==> src/rtl/fifo_event_reader.sv <==
// Read-side engine for the convolution event FIFO.
// Issues FIFO reads, absorbs the one-cycle registered read latency in a
// two-entry buffer and presents decoded events on a valid/ready stream.
//
// Handshake: an event transfers on a rising edge where out_valid and
// out_ready are both 1; while out_valid=1 and out_ready=0 every output holds.
module fifo_event_reader #(
    parameter int X_WIDTH    = 8,
    parameter int Y_WIDTH    = 8,
    parameter int DATA_WIDTH = X_WIDTH + Y_WIDTH,
    parameter int CNT_WIDTH  = 16
) (
    input  logic                  clk,
    input  logic                  rst_n,
    input  logic                  enable,
    input  logic                  fifo_empty,
    output logic                  fifo_read_en,
    input  logic [DATA_WIDTH-1:0] fifo_read_data,
    output logic                  out_valid,
    input  logic                  out_ready,
    output logic [X_WIDTH-1:0]    out_x,
    output logic [Y_WIDTH-1:0]    out_y,
    output logic                  out_tstep,
    output logic [CNT_WIDTH-1:0]  event_count,
    output logic                  idle
);

    localparam logic [DATA_WIDTH-1:0] MARKER  = '1;
    localparam logic [CNT_WIDTH-1:0]  CNT_MAX = '1;
    localparam logic [CNT_WIDTH-1:0]  CNT_ONE = CNT_WIDTH'(1);

    // buf0_q is always the head; buf1_q the second entry.
    logic [DATA_WIDTH-1:0] buf0_q;
    logic [DATA_WIDTH-1:0] buf1_q;
    logic [1:0]            count_q;
    logic                  in_flight_q;
    logic [CNT_WIDTH-1:0]  event_count_q;

    logic                  pop;
    logic [2:0]            occ_after;
    logic                  wr_to_head;
    logic                  is_marker;

    // Occupancy after this cycle's capture and pop; a read may be issued
    // only if the word it returns next cycle is guaranteed a slot.
    always_comb begin
        pop          = out_valid & out_ready;
        occ_after    = {1'b0, count_q} + {2'b0, in_flight_q} - {2'b0, pop};
        fifo_read_en = rst_n & enable & ~fifo_empty & (occ_after < 3'd2);
        // Arriving word lands in the head slot when the head is free after the pop.
        wr_to_head   = (count_q == 2'd0) | ((count_q == 2'd1) & pop);
    end

    // Buffer shift on pop, tail capture of the in-flight word, occupancy tracking.
    always_ff @(posedge clk or negedge rst_n) begin
        if (!rst_n) begin
            buf0_q      <= '0;
            buf1_q      <= '0;
            count_q     <= 2'd0;
            in_flight_q <= 1'b0;
        end else begin
            if (pop) begin
                buf0_q <= buf1_q;
            end
            if (in_flight_q) begin
                if (wr_to_head) begin
                    buf0_q <= fifo_read_data;
                end else begin
                    buf1_q <= fifo_read_data;
                end
            end
            count_q     <= occ_after[1:0];
            in_flight_q <= fifo_read_en;
        end
    end

    // Decode the head word; fields are zero whenever nothing is presented
    // and for the end-of-timestep marker.
    always_comb begin
        out_valid = (count_q != 2'd0);
        is_marker = (buf0_q == MARKER);
        out_tstep = out_valid & is_marker;
        out_x     = '0;
        out_y     = '0;
        if (out_valid && !is_marker) begin
            out_x = buf0_q[DATA_WIDTH-1:Y_WIDTH];
            out_y = buf0_q[Y_WIDTH-1:0];
        end
        idle        = (count_q == 2'd0) & ~in_flight_q & fifo_empty;
        event_count = event_count_q;
    end

    // Data events since the last marker handoff; a marker handoff clears,
    // otherwise saturate at the all-ones value.
    always_ff @(posedge clk or negedge rst_n) begin
        if (!rst_n) begin
            event_count_q <= '0;
        end else if (pop) begin
            if (out_tstep) begin
                event_count_q <= '0;
            end else if (event_count_q != CNT_MAX) begin
                event_count_q <= event_count_q + CNT_ONE;
            end
        end
    end

endmodule

==> config.mk <==
export PLATFORM = sky130hd
export DESIGN_NAME = fifo_event_reader
export DESIGN_NICKNAME = d
export VERILOG_FILES = /design/src/rtl/fifo_event_reader.sv
export SDC_FILE = /design/constraint.sdc
export NUM_CORES = 1
export LEC_CHECK = 0
export ABC_CLOCK_PERIOD_IN_PS = 6400
export CORE_UTILIZATION = 43
export DETAILED_ROUTE_END_ITERATION = 10
export GPL_TIMING_DRIVEN = 0
export PLACE_DENSITY = 0.8
export SYNTH_ARGS = -nofsm -noshare
export SYNTH_HDL_FRONTEND = slang
export SYNTH_SLANG_ARGS = --single-unit
==> constraint.sdc <==
create_clock -name clk -period 6.4 [get_ports clk]
set_clock_uncertainty 0.1 [all_clocks]
set_input_delay 0.64 -clock clk [delete_from_list [all_inputs] [get_ports clk]]
set_output_delay 0.64 -clock clk [all_outputs]
set_load 0.1 [all_outputs]
==> metrics <==
status=finished, final reports clean; ranking of synthesized cells by area=dfrtp_1 (49%), mux2_2 (7.0%), mux2i_1 (6.2%), nand2_1 (4.6%), and2_1 (4.1%); top-level port count=57; initial antenna violation count=0; CTS buffer count=5; DR vias/cell=5.598; vias in the first global route=2061; top-count cell post-synth=dfrtp_1; CTS Sinks=51; register area=0.001276 sq mm; Core Area=0.005642 sq mm; proportion of layout cells with a drive suffix above 1=11.08%; hold buffer count at CTS=0; Reg power frac=30.3%; Worst path slowest cell=clkdlybuf4s50_1; Buf+Inv Stages, Crit Path=3; Main synth FF type=dfrtp_1; TNS Setup=0 ns; chip height=slightly below 80 microns; RSZ-0062 raised after global routing=false; distinct cell type count after synthesis=42; top cells by count, synth=dfrtp_1 (51), nand2_1 (32), and2_1 (17); WL/cell=15.24 microns; drt pass-1 iters=4; Multi-input gate area=0.001239 sq mm; clock share of power=10.9%; PwrDens=526.2 mW/mm^2; Worst Path Class, Setup=in -> out; area grow syn2layout=29.16%; DR vias=2172; Post-Syn Area=0.002587 sq mm; global route overflow=0; Gate Count Post-Synth=approximately 250; Ys Warns=0; Clk pin slew, worst setup/hold paths=0.09 ns; CTS Root Cell=clkbuf_8; final setup violation count=0; Starting Density=45.86%; #FFs+latches synth=between 50 and 60; dpl hpwl=4.261 mm; Critical Path RT=5.66 ns; non-filler cells, final=388; internal power=~0.00081 W; VDD IR max=0.3952 mV; Placer Congestion=0.8766; post-CTS sizing=0; WL final=5.913 mm; H-tree depth=2; Placed Area=0.003253 sq mm; Max Fclk=roughly 210 MHz; DIE AREA=approximately 0.0063 sq mm; Worst Setup Start Kind=input port; mean area per synthesized cell=10.31 sq um; Pleak=between 1 and 1.5 nW; largest net degree at the start of global routing=between 40 and 50; CP most frequent cell=nand2_1; min-delay worst type=in -> async; Die X-Extent=79.57 microns; crit path cell chain=clkdlybuf4s50_1 > nand2_1 > buf_2 > nand2_1 > nand2_1 > ha_1 > fa_1 > nor4_1 > clkdlybuf4s50_1; CTS tree=yes; max cap viols=0; Largest delay share family, worst path=buffers and inverters; Slew headroom=34.39%; drt drc=0; global-route wire length before repair=slightly below 10 mm; share of the synthesized area in the top cell type=49.32%; Final Hold Fails=0; critical path fanouts, max=10; period utilization=74.20%; Final ANT Viol Nets=0; post-synth top area cell=dfrtp_1; Tmin final=4.749 ns; Cells after DPL=380; Net Sw Frac=54.11%; starting DRC count in detailed routing=197; Post-CTS Setup Bufs=0; fraction of registers with async set/reset=100.0%; Tightest Pin Transition=0.9810 ns; fin nets=339; post-route cell area=0.003342 sq mm; GRT Util Overall=20.48%; Mapped Nets=275; row count=27; Worst path max stage delay=approximately 1.2 ns; WP data arrival=around 4.0 ns; Net Switching=0.0009515 W; Longest Clk Path Bufs=2; # fillers=488; Antenna diodes=0; Post-synth EDFFs=0; Crit. End Element=primary output; clock latency reported for the late side of the worst-skew pair=around 0.31 ns; max-slew violations=0; port bufs=56; sequential share of the synthesized area=49.32%; Logic pwr share=between 50% and 60%
==> cells in the final DEF (no fill, tap or decap), types with 2 or more instances in the layout <==
| cell type | synthesis | routed |
|---|---|---|
| clkdlybuf4s50_1 | 0 | 55 |
| and3_1 | 2 | 2 |
| o211ai_1 | 2 | 2 |
| inv_1 | 5 | 5 |
| nor2_1 | 7 | 7 |
| a31oi_1 | 8 | 8 |
| a21oi_1 | 4 | 4 |
| or3_1 | 2 | 2 |
| clkbuf_8 | 0 | 5 |
| nand3_1 | 14 | 14 |
| clkbuf_1 | 5 | 6 |
| and2_1 | 17 | 17 |
| nand2_1 | 32 | 32 |
| nand2b_1 | 2 | 2 |
| dfrtp_1 | 51 | 51 |
| o21ai_1 | 10 | 10 |
| nor3b_1 | 2 | 2 |
| ha_1 | 2 | 2 |
| and3_4 | 2 | 2 |
| nor2b_1 | 2 | 2 |
| o21ai_0 | 13 | 13 |
| and4_1 | 3 | 3 |
| nand4_1 | 9 | 9 |
| o31ai_1 | 2 | 2 |
| a41oi_1 | 2 | 2 |
| or4_1 | 2 | 2 |
| mux2_2 | 16 | 16 |
| buf_2 | 4 | 5 |
| mux2i_1 | 16 | 16 |
==> cell families (layout without fill, tap and decap cells) <==
logic type | after synthesis | in the layout | synth area share, %
multiplexers | 32 | 32 | 13.15
XOR/XNOR | 1 | 1 | 0.3386
buffers and inverters | 16 | 81 | 2.805
AND/OR/NAND/NOR | 101 | 101 | 21.66
flip-flops | 51 | 51 | 49.32
adder cells (fa/ha/maj) | 3 | 3 | 1.741
AO/OA/AOI/OAI | 47 | 47 | 10.98
==> final timing paths <==
check | depth (start not counted) | from | to | slack (ns)
max in group asynchronous | 2 | rst_n | buf1_q[13] | 5.60
min in group clk | 1 | buf1_q[10] | buf1_q[10] | 0.41
max reg2reg | 9 | count_q[1] | in_flight_q | 3.77
min reg2reg | 1 | buf1_q[10] | buf1_q[10] | 0.41
max | 9 | out_ready | fifo_read_en | 1.65
min | 1 | rst_n | event_count[2] | 0.11
==> cell type report <==
cell class	count	area share (%)
clock inverter	2	0.4867
buffer	10	1.498
inverter	6	0.6739
multi-input combinational	184	37.06
timing repair buffer	57	17.22
sequential	51	38.19
tap	72	2.696
clock buffer	6	2.171
==> worst reg2reg max path, delay by kind of cell, from the launching register on <==
family	cells	cell delay (ns)
DFF	1	0.45
buffers and inverters	2	0.39
adders and majority gates	2	0.61
and+or+nand+nor	5	0.96
==> flip-flops by register name (all words and copies together), names as in the netlist <==
register,cells
buf0_q,16
in_flight_q,1
event_count,16
count_q,2
buf1_q,16
==> per-stage QoR <==
stage / utilization, % / hold WS [ns] / setup slack (ns) / total power, W
after floorplan: - / 0.2444 / 0.6023 / 0.001326
after global placement: 57.40 / 0.3866 / 1.111 / 0.001554
after detailed placement: 57.66 / 0.3927 / 1.662 / 0.001574
after CTS: 59.24 / 0.1060 / 1.637 / 0.001769
after global routing: 59.24 / 0.1154 / 1.443 / 0.001845
final: 59.24 / 0.1064 / 1.651 / 0.001759
==> power groups by stage <==
stage	Combinational [W]	Sequential (W)	Clock [W]
2_1_floorplan	0.000681	0.000645	0
3_3_place_gp	0.00102	0.000531	0
3_5_place_dp	0.00104	0.000539	0
4_1_cts	0.00104	0.000532	0.000197
5_1_grt	0.00109	0.000548	0.000209
6_report	0.00103	0.000532	0.000192
==> layer usage <==
layer  track usage (%)  vias to the layer above  routed length, microns
met5                 0                        -                       0
met3             5.371                        5                     342
li1                  -                     1040                       -
met1             27.34                     1056                    2704
met2             33.85                       71                    2823
met4             3.273                        0                      42
Power figures use the tool's default switching activity.
